`src/rtl/alu_pkg.sv`:
```
// alu_pkg: shared ALU op encoding, status bit indices and default datapath width.
package alu_pkg;
  typedef enum logic [1:0] {ALU_ADD = 2'b00, ALU_SUB = 2'b01, ALU_AND = 2'b10, ALU_NOTB = 2'b11} alu_op_e;
  localparam int STATUS_Z = 0;
  localparam int STATUS_N = 1;
  localparam int STATUS_V = 2;
  localparam int ALU_WIDTH = 16;
endpackage

```
`src/rtl/alu_exec_stage_core.sv`:
```
// alu_core: combinational ALU result and Z/N/V flags; V is built only with ALU_STATUS_OVF_EN.
module alu_core
  import alu_pkg::*;
#(
  parameter int WIDTH = ALU_WIDTH
) (
  input  logic [WIDTH-1:0] a,
  input  logic [WIDTH-1:0] b,
  input  alu_op_e          op,
  output logic [WIDTH-1:0] r,
  output logic             z,
  output logic             n,
  output logic             v
);
  assign r = op == ALU_ADD ? a + b :
             op == ALU_SUB ? a - b :
             op == ALU_AND ? a & b : ~b;
  assign z = r == '0;
  assign n = r[WIDTH-1];
`ifdef ALU_STATUS_OVF_EN
  assign v = op == ALU_ADD ? (a[WIDTH-1] == b[WIDTH-1]) && (r[WIDTH-1] != a[WIDTH-1]) :
             op == ALU_SUB ? (a[WIDTH-1] != b[WIDTH-1]) && (r[WIDTH-1] != a[WIDTH-1]) : 1'b0;
`else
  assign v = 1'b0;
`endif
endmodule

```
`src/rtl/alu_exec_stage.sv`:
```
// alu_exec_stage: ALU execute stage with 2-entry in-order result queue and {V,N,Z} status.
// Define ALU_STATUS_OVF_EN to build overflow (V) detection; otherwise status[2] is 0.
module alu_exec_stage
  import alu_pkg::*;
#(
  parameter int WIDTH = ALU_WIDTH,
  parameter int DEPTH = 2
) (
  input  logic             clk,
  input  logic             rst_n,
  input  logic             in_valid,
  output logic             in_ready,
  input  logic [WIDTH-1:0] ain,
  input  logic [WIDTH-1:0] sout,
  input  logic [1:0]       alu_op,
  input  logic             loads,
  output logic             out_valid,
  input  logic             out_ready,
  output logic [WIDTH-1:0] c_out,
  output logic [2:0]       status
);
  logic [WIDTH-1:0] r;
  logic             z, n, v, acc, pop;
  logic [WIDTH-1:0] mem_q [2];
  logic [WIDTH-1:0] mem_d [2];
  logic             rd_ptr_q, rd_ptr_d, wr_ptr_q, wr_ptr_d;
  logic [1:0]       cnt_q, cnt_d;
  logic [2:0]       status_q, status_d;

  alu_core #(.WIDTH(WIDTH)) u_core (
    .a(ain), .b(sout), .op(alu_op_e'(alu_op)), .r(r), .z(z), .n(n), .v(v)
  );

  // in_ready comes only from the registered count, keeping out_ready off this path
  assign in_ready  = int'(cnt_q) < DEPTH;
  assign out_valid = cnt_q != 2'd0;
  assign c_out     = mem_q[rd_ptr_q];
  assign status    = status_q;
  assign acc       = in_valid && in_ready;
  assign pop       = out_valid && out_ready;

  always_comb begin
    mem_d    = mem_q;
    status_d = status_q;
    if (acc) mem_d[wr_ptr_q] = r;
    if (acc && loads) begin
      status_d[STATUS_V] = v;
      status_d[STATUS_N] = n;
      status_d[STATUS_Z] = z;
    end
    wr_ptr_d = wr_ptr_q ^ acc;
    rd_ptr_d = rd_ptr_q ^ pop;
    cnt_d    = cnt_q + 2'(acc) - 2'(pop);
  end

  always_ff @(posedge clk or negedge rst_n) begin
    if (!rst_n) begin
      mem_q[0] <= '0;
      mem_q[1] <= '0;
      rd_ptr_q <= 1'b0;
      wr_ptr_q <= 1'b0;
      cnt_q    <= 2'd0;
      status_q <= 3'b000;
    end else begin
      mem_q    <= mem_d;
      rd_ptr_q <= rd_ptr_d;
      wr_ptr_q <= wr_ptr_d;
      cnt_q    <= cnt_d;
      status_q <= status_d;
    end
  end
endmodule

```
`config.mk`:
```
export PLATFORM = sky130hd
export DESIGN_NAME = alu_exec_stage
export DESIGN_NICKNAME = d
export VERILOG_FILES = /design/src/rtl/alu_pkg.sv /design/src/rtl/alu_exec_stage_core.sv /design/src/rtl/alu_exec_stage.sv
export SDC_FILE = /design/constraint.sdc
export NUM_CORES = 1
export LEC_CHECK = 0
export ABC_AREA = 1
export CAP_MARGIN = 25
export CORE_MARGIN = 5
export CORE_UTILIZATION = 42
export DETAILED_ROUTE_END_ITERATION = 16
export PLACE_DENSITY = 0.65
export SLEW_MARGIN = 20
export SYNTH_ARGS = -nofsm -noshare
export SYNTH_HDL_FRONTEND = slang
export SYNTH_SLANG_ARGS = --single-unit
```
`constraint.sdc`:
```
create_clock -name clk -period 4.1 [get_ports clk]
set_input_delay 1.23 -clock clk [delete_from_list [all_inputs] [get_ports clk]]
set_output_delay 1.23 -clock clk [all_outputs]
set_load 0.01 [all_outputs]
```
# Yosys cells after proc, flatten, opt, wreduce, memory -nomap -nowiden
# Index checks and enable logic that the tools add are counted.
[classes]
add_sub_neg = 4
n_lt_le_gt_ge = 4
eq_ne = 2
n_mux = 9
bitwise_logic = 6
reduce_logical = 7
[op_table]
columns = ["operator", "n"]
rows = [
  ["$mux 16", 7],
  ["$bwmux 32", 1],
  ["$add 16x16->16", 1],
  ["$and 16x16->16", 1],
  ["$demux 16 s1", 1],
  ["$logic_not 16->1", 1],
  ["$not 16->16", 1],
  ["$sub 16x16->16", 1],
  ["$ge 2x2->1 const B", 2],
  ["$logic_and 1x1->1", 4],
  ["$not 1->2", 2],
  ["$add 2x1->2", 1],
  ["$eq 2x1->1 const B", 1],
  ["$eq 2x2->1 const B", 1],
  ["$logic_not 2->1", 1],
  ["$lt 2x1->1 const B", 1],
  ["$lt 2x2->1 const B", 1],
  ["$reduce_bool 2->1", 1],
  ["$sub 2x1->2", 1],
  ["$xor 1x1->1", 2],
]
[word_totals]
reg_bits = 38
inputBits = 39
out_inout_bits = 21
elab_cells = 38

# Logic depth before layout (Yosys ltp)
# Gate-level depths: netlist (run 1).
[depth]
depth_word = 6
depth_mapped = 19
depth_no_buf = 18

# By module
# Synthesis (run 1) repeated with hierarchy kept, for this count alone.
[hier_totals]
cells_unflattened = 712
hier_area_um2 = 4217.8
[modules_own_cells]
columns = ["module", "instances", "cells_per_inst", "area_per_inst_um2", "seq_area_each_um2"]
rows = [
  ["alu_core", 1, 500, 2473.6, 0.0],
  ["alu_exec_stage", 1, 212, 1744.2, 975.9],
]

# Least setup slack after synthesis (run 1)
# No wires, ideal clock.
[synth_path]
kind = "input port to flip-flop"
startpoint = "in ain[0]"
endpoint = "reg status_q[0], in the netlist status[0]"
setup_ns = 0.065
t_arrival_ns = 2.838
required_ns = 4.035
setup_slack_ns = 1.197
cell_stages = 16
path_buffers = 0
cell_sequence = "inv_1 > ha_1 > fa_1 > inv_1 > nand2_1 > nand2_1 > nand3_1 > nand3_1 > nand2_1 > mux2i_1 > nand2_1 > nor2_1 > nand3_1 > nor2_1 > nand3_1 > nand2_1"
[synth_via]
elab_chain_cells = 5
word_cells_on_any_way = 7
classes_between = "2 x add/sub; 3 x mux; 1 x bitwise; 1 x reduce/logical"
[synth_rtl]
columns = ["element", "line_no", "rtl"]
rows = [
  ["start, declared", "alu_exec_stage.sv:13", "input logic [WIDTH-1:0] ain,"],
  ["parallel branches: the longest is 3 deep, another holds $sub 16x16->16", "--", ""],
  ["$mux 16 (*)", "alu_exec_stage_core.sv:15", "assign r = op == ALU_ADD ? a + b :"],
  ["$logic_not 16->1 (*)", "alu_exec_stage_core.sv:18", "assign z = r == '0;"],
  ["end signal, assigned", "alu_exec_stage.sv:69", "status_q <= status_d;"],
  ["end, declared", "alu_exec_stage.sv:28", "logic [2:0] status_q, status_d;"],
]
# Every way passes the cells marked *.
# A chain may end at the register's enable or synchronous reset.

# Final worst setup path (run 1)
[layout_path]
startpoint = "in sout[4]"
endpoint = "reg status_q[1], in the netlist status[1]"
[layout_via]
elab_chain_cells = 3
word_cells_on_any_way = 4
classes_between = "2 x add/sub; 2 x mux"
[layout_rtl]
columns = ["element", "line_no", "rtl"]
rows = [
  ["start, declared", "alu_exec_stage.sv:14", "input logic [WIDTH-1:0] sout,"],
  ["$sub 16x16->16", "alu_exec_stage_core.sv:16", "op == ALU_SUB ? a - b :"],
  ["$mux 16", "alu_exec_stage_core.sv:16", ""],
  ["$mux 16 (*)", "alu_exec_stage_core.sv:15", ""],
]
# Every way passes the cells marked *; elsewhere a longest branch is shown, timed or not.

==> flow_summary.ini, run 1 <==
[setup_path]
ff2ff_path_depth = 4
critical_path_class = input pin to register
start_kind = input pin
required_ns = 4.28
worstSetupEndpointType = register
worstSetupEndpoint = status[1]
crit_chain = clkdlybuf4s50_1 -> inv_1 -> ha_1 -> inv_2 -> a21oi_1 -> o21ai_0 -> nand2_1 -> nand3_1 -> nand2_1 -> nand2_1 -> nand2_1 -> nand2_1 -> nand2_1 -> nand2_1 -> mux2_2
critPathSlowestCell = ha_1
crit_family = simple AND/OR/NAND/NOR gates
cp-startpoint = sout[4]
crit_buf_inv = 3
cp_num_cells = 15
r2r_setup_slack_ns = 2.18
timing.rr.start = cnt_q[1]
slowest_delay_ns = 0.51
worst_path_most_repeated_cell = nand2_1
path_max_fanout = 9
arrival_ns = 3.81
rr_endpoint = mem_q[17]

[clock_network]
cts_max_level = 2
cts_tree = done
clk_latency_ns = 0.29
cts_buffers = 5
clock-root-buffer = clkbuf_8
cts_setup_buffers = 0
cts.sinks = 38
holdBufCountCts = 0
cts_buffer_depth = 2
ctsResizeCount = 0
clk_pin_slew_ns = 0.07

[routing]
via_count = 4388
antenna_left = 0
wl_met3_um = 704
totalWireLength_um = 11900
dr.first_iter.drc_count = 340
wl_met1_um = 5390
firstDrtPassIters = 8
dr_wl_met2_um = 5470
drcViolationCount = 0
viasPerCell = 5.19
wire_per_inst_um = 14.0
route.top_layer_used = met4

[pwr]
p_total_mw = 2.03
p_sw_share_pct = 41.8
p_sw_mw = 0.847
power_frac_comb_pct = 56.4
clockPowerShare_pct = 12.9
peakVddDrop_mv = 0.255
p_seq_share_pct = 30.7
power.density_nw_per_um2 = 422
power.internal_mw = 1.18
p_leak_nw = 2.59

[synthesis]
synthTopCellsByArea = dfrtp_1, nand2_1, ha_1
synthCells = 668
yosys.area.top_type = dfrtp_1
yosysSeqAreaShare_pct = 23.5
syn_avg_cell_area_um2 = 6.06
synth_compound_area_share_pct = 12.7
synth-simple-area-share_pct = 37.2
ys_ff_latch = 38
ys_types = 36
syn_nets = 745
yosys-mux-area-fraction_pct = 0.525
yosysWarnings = 0
netlist_area_um2 = 4050
synthXorXnorAreaFrac_pct = 1.30
synth_fa_ha_area_share_pct = 12.1
synth_top_family_by_area = simple AND/OR/NAND/NOR gates
synth.top_cell.area_share_pct = 23.5

[global_routing]
grt_max_degree = 39
antenna_found_initial = 0
grt_pass1_vias = 4123
grt_pass1_wl_um = 19700
track_usage_pct = 20.8
grt_overflow = 0

[floorplan]
initial_core_util_pct = 43.4
die_area_um2 = 11700
die_w_um = 108
dieHeight_um = 108
core-area_um2 = 9330
num_rows = 35
io_pins = 60

[timing]
finalHoldViolCount = 0
fmax_mhz = 275
drv_slew = 0
tns_ns = 0
holdWs_ns = 0.487
finalClockSkew_ns = 0.00476
min_period_ns = 3.63
finalSetupViolCount = 0
finalCritPeriodShare_pct = 88.5
rsz0062_at_grt = false
slew_headroom_pct = 59.1
worst_pin_slew_ns = 0.613

[cells_and_area]
nets = 792
drive_gt1_share_pct = 4.33
antenna_cells = 0
area_growth_pct = 18.6

[place]
place_congestion = 0.919
dp_hpwl_um = 9390
numPortBuffers = 58

[min_path]
min-delay-start = mem_q[4]
holdCritPathClass = register to register

[status]
status = finished, final reports clean

[job]
maxCapViolCount = 0
## worst register-to-register path: cells and delay by family, from the launching register on
family / cells / cell delay (ns)
compound gates: 1 / 0.30
fa+ha+maj: 1 / 0.48
buf+inv: 1 / 0.40
flops: 1 / 0.38
simple gates: 1 / 0.27
## how the worst min path moves through the flow
stage	to	slack, ns	cells past startpoint
after floorplan	mem_q[10]	0.45	2
after global placement	mem_q[4]	0.47	2
after detailed placement	mem_q[4]	0.47	2
after CTS	mem_q[4]	0.49	2
after global routing	mem_q[9]	0.51	2
final	mem_q[4]	0.49	2
## cell families after synthesis
| logic type | Yosys count |
|---|---|
| flip-flops | 38 |
| other | 1 |
| XOR/XNOR | 6 |
| AND/OR/NAND/NOR | 364 |
| AO/OA/AOI/OAI | 92 |
| multiplexers | 2 |
| buffers and inverters | 127 |
| adder cells (fa/ha/maj) | 38 |
## stage by stage
| stage | cells | utilization (%) | setup slack, ns | instance area (µm²) |
|---|---|---|---|---|
| after floorplan | 668 | - | 1.20 | 4050 |
| after global placement | 837 | 50.5 | 0.267 | 4710 |
| after detailed placement | 837 | 50.5 | 0.238 | 4710 |
| after CTS | 845 | 51.5 | 0.541 | 4810 |
| after global routing | 845 | 51.5 | 0.234 | 4810 |
| final | 845 | 51.5 | 0.470 | 4810 |
## flip-flops by register name, summed over array words and instances (netlist names)
name / count
status: 2
wr_ptr_q: 1
rd_ptr_q: 1
mem_q: 32
cnt_q: 2
## area by class of cell
cell class | instances | area [µm²]
Fill cell | 1004 | 4520
Timing Repair Buffer | 64 | 626
Tap cell | 129 | 161
Clock inverter | 1 | 5.00
Clock buffer | 7 | 86.3
Inverter | 103 | 389
Multi-Input combinational cell | 503 | 2590
Sequential cell | 38 | 951
## synthesized netlist by cell type, drive strengths merged
cell type,n
and2,1
nor4,2
ha,36
clkbuf,10
o21ai,44
mux2i,1
fa,2
a31oi,5
nand2,234
xor2,5
or2,2
nor3,6
o221ai,1
buf,14
o211ai,1
o21bai,2
nor2,50
conb,1
mux2,1
dfrtp,38
nand4,7
xnor2,1
nand3,62
inv,103
a22oi,9
a21oi,30
## power groups by stage
stage                     logic (mW)  clock network [mW]  registers (mW)
after floorplan                0.680                   0           0.615
after global placement          1.12                   0           0.623
after detailed placement        1.15                   0           0.628
after CTS                       1.15               0.269           0.622
after global routing            1.30               0.284           0.643
final                           1.14               0.261           0.622
## layer usage
layer / vias to the layer above / GRT usage (%)
li1: 2209 / -
met1: 2011 / 29.0
met2: 149 / 33.5
met3: 19 / 2.45
met4: 0 / 6.85
met5: - / 0
## cell usage in the layout, fill, tap and decap left out, types with 2 or more instances in the layout
cell type and n:
a21oi_1 28, a21oi_2 2, a22oi_1 8, a31oi_1 5, buf_4 6, clkbuf_8 6, clkdlybuf4s50_1 58, dfrtp_1 38
fa_1 2, ha_1 36, inv_1 94, inv_2 8, nand2_1 231, nand2_4 2, nand3_1 62, nand4_1 7
nor2_1 49, nor3_1 6, nor4_1 2, o21ai_0 44, o21bai_1 2, xor2_1 5
Note: power is estimated with default switching activity, not from simulation.
==> run 2, diff against run 1 <==
--- a/config.mk
+++ b/config.mk
@@ -5,12 +5,11 @@
 export SDC_FILE = /design/constraint.sdc
 export NUM_CORES = 1
 export LEC_CHECK = 0
-export ABC_AREA = 1
 export CAP_MARGIN = 25
 export CORE_MARGIN = 5
 export CORE_UTILIZATION = 42
 export DETAILED_ROUTE_END_ITERATION = 16
-export PLACE_DENSITY = 0.65
+export PLACE_DENSITY = 0.66
 export SLEW_MARGIN = 20
 export SYNTH_ARGS = -nofsm -noshare
 export SYNTH_HDL_FRONTEND = slang
==> flow_summary.ini, run 2 <==
[status]
status = finished, final reports clean

[floorplan]
io_pins = 60
die_area_um2 = 10900
initial_core_util_pct = 43.0
dieHeight_um = 104
die_w_um = 104
core-area_um2 = 8680
num_rows = 34

[cells_and_area]
seqCellArea_um2 = 951
antenna_cells = 0
largest_reg_flops = 32
fin_area_um2 = 4950
nets = 603
max_flop_register = mem_q
multi_input_area_um2 = 2630
layout_commonest_cell = buf_4
layout.cells.non_filler = 635
nFillCells = 826
area_growth_pct = 32.6
drive_gt1_share_pct = 24.9
final_cell_mix = buf_4, clkdlybuf4s50_1, nor2_1

[setup_path]
start_kind = input pin
slowest_delay_ns = 0.47
path_max_fanout = 5
timing.rr.start = cnt_q[1]
crit_chain = clkdlybuf4s50_1 -> inv_1 -> ha_2 -> nor2b_2 -> o2111a_1 -> o2111ai_1 -> a31oi_2 -> mux2i_1 -> o2111ai_2 -> nor4b_4 -> nand4b_1 -> o31ai_1
critical_path_class = input pin to register
critPathSlowestCell = clkdlybuf4s50_1
required_ns = 4.29
worstSetupEndpointType = register
cp-startpoint = sout[2]
arrival_ns = 4.11

[clock_network]
cts.sinks = 38
holdBufCountCts = 0
clk_pin_slew_ns = 0.07
cts_tree = done
clock-root-buffer = clkbuf_8
cts_max_level = 2
clk_latency_ns = 0.28
cts_buffer_depth = 2
cts_buffers = 5

[synthesis]
synth.top_cell.area_share_pct = 25.5
ys_ff_latch = 38
synth-edff-count = 0
synthArstFlopShare_pct = 100
netlist_area_um2 = 3730
yosysSeqAreaShare_pct = 25.5
ys_types = 66
synth_common_cells = inv_1, nor2_1, dfrtp_1
yosys.area.top_type = dfrtp_1
yosysWarnings = 0
syn_nets = 507
synthCells = 430
yosys_most_used_dff = dfrtp_1
syn_avg_cell_area_um2 = 8.69
synthTopCellsByArea = dfrtp_1, ha_1, mux2_2

[global_routing]
grt_pass1_vias = 3533
track_usage_pct = 17.8
grt_overflow = 0
grt_max_degree = 39
antenna_found_initial = 0
grt_pass1_wl_um = 16700

[place]
dp_hpwl_um = 7870
numPortBuffers = 58
place_congestion = 0.888
place_area_um2 = 4740
placed_cells = 625
pre_cts_slack_ns = -0.305

[timing]
finalHoldViolCount = 0
slew_headroom_pct = 44.4
finalCritPeriodShare_pct = 95.7
fin_ws_ns = 0.176
drv_slew = 0
finalSetupViolCount = 0
worst_pin_slew_ns = 0.834
fmax_mhz = 255
finalClockSkew_ns = 0.00405
min_period_ns = 3.92

[routing]
totalWireLength_um = 9930
wire_per_inst_um = 15.6
via_count = 3575
viasPerCell = 5.63
firstDrtPassIters = 5
dr.first_iter.drc_count = 145
drcViolationCount = 0
antenna_left = 0

[min_path]
holdCritPathClass = register to register
min-delay-start = mem_q[29]

[pwr]
peakVddDrop_mv = 0.288
p_leak_nw = 2.19
power.density_nw_per_um2 = 444

[job]
maxCapViolCount = 0
## run 2: cell count changes after synthesis, moves of 9 or more
cell     before  now
inv_1        94   40
mux2_2        1   36
nand2_1     231   20
nand3_1      62    6
nor2_1       49   40
o21ai_0      44   15
o31ai_1       0    9
## run 2: cells by family after synthesis
group,after synthesis,synth area share (%)
AOI/OAI and AO/OA,123,23.3
adders and majority gates,38,13.1
other,1,0.100
xor gates and xnor gates,10,2.35
muxes,48,14.5
DFF,38,25.5
and+or+nand+nor,108,14.5
buffers and inverters,64,6.70
## run 2: final cells by class
class | instances | share of cell area, %
Clock buffer | 7 | 1.74
Clock inverter | 1 | 0.101
Inverter | 41 | 3.11
Timing Repair Buffer | 112 | 20.0
Multi-Input combinational cell | 328 | 53.1
Tap cell | 108 | 2.73
Sequential cell | 38 | 19.2
## run 2: power breakdown
group | internal (mW) | total (mW) | switching (mW)
Sequential | 0.562 | 0.681 | 0.119
Combinational | 0.723 | 1.26 | 0.538
Clock | 0.135 | 0.255 | 0.120
## run 2: worst max-delay path, delay by kind of cell
kind            cells  cell delay, ns
compound gates      5            1.14
simple gates        3            0.56
buf+inv             2            0.52
fa+ha+maj           1            0.37
mux                 1            0.29
## run 2: stage by stage
| stage | setup TNS, ns | hold WS [ns] | power, mW | util, % |
|---|---|---|---|---|
| 2_1_floorplan | 0 | 0.452 | 1.38 | - |
| 3_3_place_gp | -1.40 | 0.462 | 1.91 | 54.6 |
| 3_5_place_dp | -1.58 | 0.471 | 1.94 | 54.6 |
| 4_1_cts | 0 | 0.487 | 2.20 | 55.7 |
| 5_1_grt | -0.0170 | 0.513 | 2.37 | 57.1 |
| 6_report | 0 | 0.481 | 2.20 | 57.1 |
## run 2: path summary, 6_finish.rpt
| kind | end | cells after the start | slack [ns] |
|---|---|---|---|
| min in group asynchronous | mem_q[11] | 1 | 1.05 |
| worst min-delay path | mem_q[29] | 1 | 0.48 |
| worst max-delay path | status[0] | 12 | 0.18 |
| worst max register to register | status[0] | 8 | 1.63 |
| max in group asynchronous | mem_q[20] | 1 | 2.53 |
| worst min register to register | mem_q[29] | 1 | 0.48 |
## run 2: metal layers
| layer | global-route usage (%) | up-vias | wire [µm] |
|---|---|---|---|
| met3 | 2.67 | 12 | 437 |
| met1 | 23.0 | 1718 | 4320 |
| met5 | 0 | - | 0 |
| met2 | 31.4 | 93 | 5080 |
| li1 | - | 1752 | - |
| met4 | 3.79 | 0 | 97 |
## run 2: what timing repair did
action / CTS / global route
gates resized for setup: 2 / 24
endpoints found under the setup margin: 1 / 8
pin swaps: 0 / 10
setup buffers: 0 / 2
==> run 3, diff against run 2 <==
--- a/config.mk
+++ b/config.mk
@@ -7,9 +7,9 @@
 export LEC_CHECK = 0
 export CAP_MARGIN = 25
 export CORE_MARGIN = 5
-export CORE_UTILIZATION = 42
+export CORE_UTILIZATION = 45
 export DETAILED_ROUTE_END_ITERATION = 16
-export PLACE_DENSITY = 0.66
+export PLACE_DENSITY = 0.7
 export SLEW_MARGIN = 20
 export SYNTH_ARGS = -nofsm -noshare
 export SYNTH_HDL_FRONTEND = slang
==> flow_summary.ini, run 3 (synthesis gave the netlist of run 2 again) <==
[clock_network]
cts_tree = done
cts_buffer_depth = 2
cts_buffers = 5
cts.sinks = 38
cts_max_level = 2
clock-root-buffer = clkbuf_8
clk_pin_slew_ns = 0.07
clk_latency_ns = 0.28
holdBufCountCts = 0

[cells_and_area]
max_flop_register = mem_q
area_growth_pct = 30.6
antenna_cells = 0
largest_reg_flops = 32
drive_gt1_share_pct = 24.1
nFillCells = 725
final_cell_mix = clkdlybuf4s50_1, buf_4, inv_1, nor2_1, dfrtp_1
nets = 596
layout_commonest_cell = clkdlybuf4s50_1
fin_area_um2 = 4880

[timing]
finalClockSkew_ns = 0.00468
drv_slew = 0
finalHoldViolCount = 0
holdWs_ns = 0.483
tns_ns = 0
fmax_mhz = 252
slew_headroom_pct = 43.9
min_period_ns = 3.97
finalCritPeriodShare_pct = 96.7
worst_pin_slew_ns = 0.842
finalSetupViolCount = 0

[floorplan]
dieHeight_um = 101
num_rows = 33
die_w_um = 101
core-area_um2 = 8130
io_pins = 60
initial_core_util_pct = 45.9
die_area_um2 = 10200

[place]
place_congestion = 0.922
place_area_um2 = 4690
numPortBuffers = 58
dp_hpwl_um = 8000

[global_routing]
use_met1_pct = 24.8
antenna_found_initial = 0
use_met3_pct = 2.28
use_met2_pct = 36.4
grt_pass1_wl_um = 16600
grt_overflow = 0
grt_busiest_layer = met2
track_usage_pct = 19.7
grt_pass1_vias = 3577
grt_max_degree = 39

[pwr]
p_seq_share_pct = 31.4
power_frac_comb_pct = 57.6
p_sw_share_pct = 36.3
clockPowerShare_pct = 11.0
peakVddDrop_mv = 0.311
power.internal_mw = 1.39
power.density_nw_per_um2 = 446
p_leak_nw = 2.11
p_sw_mw = 0.790

[setup_path]
slowest_delay_ns = 0.49
crit_chain = dlygate4sd2_1 -> buf_4 -> ha_2 -> fa_1 -> mux4_2 -> or3b_4 -> nor4_4 -> o2111ai_2 -> nor4b_4 -> nand4b_1 -> o31ai_1
crit_family = simple AND/OR/NAND/NOR gates
r2r_setup_slack_ns = 1.63
required_ns = 4.28
critical_path_class = input pin to register
arrival_ns = 4.15
worstSetupEndpointType = register
path_max_fanout = 2
crit_buf_inv = 2
critPathSlowestCell = mux4_2
start_kind = input pin

[min_path]
holdCritPathClass = register to register

[routing]
firstDrtPassIters = 4
drcViolationCount = 0
wire_per_inst_um = 16.3
totalWireLength_um = 10200
antenna_left = 0
via_count = 3559
viasPerCell = 5.70
dr.first_iter.drc_count = 149

[status]
status = finished, final reports clean

[job]
maxCapViolCount = 0
==> run 3: changes by cell type in the layout (fill, tap and decap cells not counted), moves of 2 or more <==
cell / before / now
buf_4: 54 / 47
dlymetal6s2s_1: 4 / 0
o311ai_0: 0 / 2
dlygate4sd2_1: 0 / 4
o311ai_1: 3 / 1
==> run 3: worst paths after layout <==
check / from / to / cells past startpoint
worst min register to register: mem_q[29] / mem_q[29] / 1
worst max register to register: cnt_q[1] / status[0] / 8
min in group asynchronous: rst_n / status[1] / 1
worst max-delay path: ain[0] / status[0] / 11
max in group asynchronous: rst_n / mem_q[18] / 1
worst min-delay path: mem_q[29] / mem_q[29] / 1
==> run 3: stage by stage <==
stage          worst slack (ns)  power, mW  cells  utilization (%)
2_1_floorplan             0.430       1.38    430                -
3_3_place_gp             -0.284       1.89    616             57.7
3_5_place_dp             -0.426       1.93    616             57.7
4_1_cts                  0.0160       2.17    623             58.7
5_1_grt                -0.00560       2.33    624             59.9
6_report                  0.134       2.18    624             59.9
==> run 3: repair_timing <==
action,4_1_cts,5_1_grt
gates cloned,0,0
setup endpoints to repair,1,5
pin swaps,9,7
buffers inserted,0,1
resized for setup,8,18
endpoints found under the hold margin,0,0
==> run 3: worst reg2reg max path, cell delays in order (launching register included) <==
cell       delay [ns]
dfrtp_1          0.41
nor2b_1          0.28
nand2_1          0.24
or3b_4           0.45
nor4_4           0.25
o2111ai_2        0.17
nor4b_4          0.24
nand4b_1         0.12
o31ai_1          0.22
==> run 3: power groups by stage <==
stage | Sequential (mW) | Clock [mW] | Combinational, mW
2_1_floorplan | 0.632 | 0 | 0.749
3_3_place_gp | 0.675 | 0 | 1.21
3_5_place_dp | 0.689 | 0 | 1.24
4_1_cts | 0.682 | 0.243 | 1.25
5_1_grt | 0.707 | 0.258 | 1.37
6_report | 0.683 | 0.239 | 1.25
==> run 3: area by class of cell <==
cell class                 count  area, µm²  share of cell area [%]
multi-input combinational    328       2640                    54.1
sequential                    38        951                    19.5
timing repair buffer         105        923                    18.9
inverter                      41        154                    3.16
tap                          105        131                    2.69
clock buffer                   5       68.8                    1.41
clock inverter                 2       10.0                   0.205
==> run 3: per-layer routing <==
metal / routed length, µm / vias to the layer above
met3: 465 / 14
met2: 5210 / 93
li1: - / 1734
met4: 146 / 0
met5: 0 / -
met1: 4340 / 1718
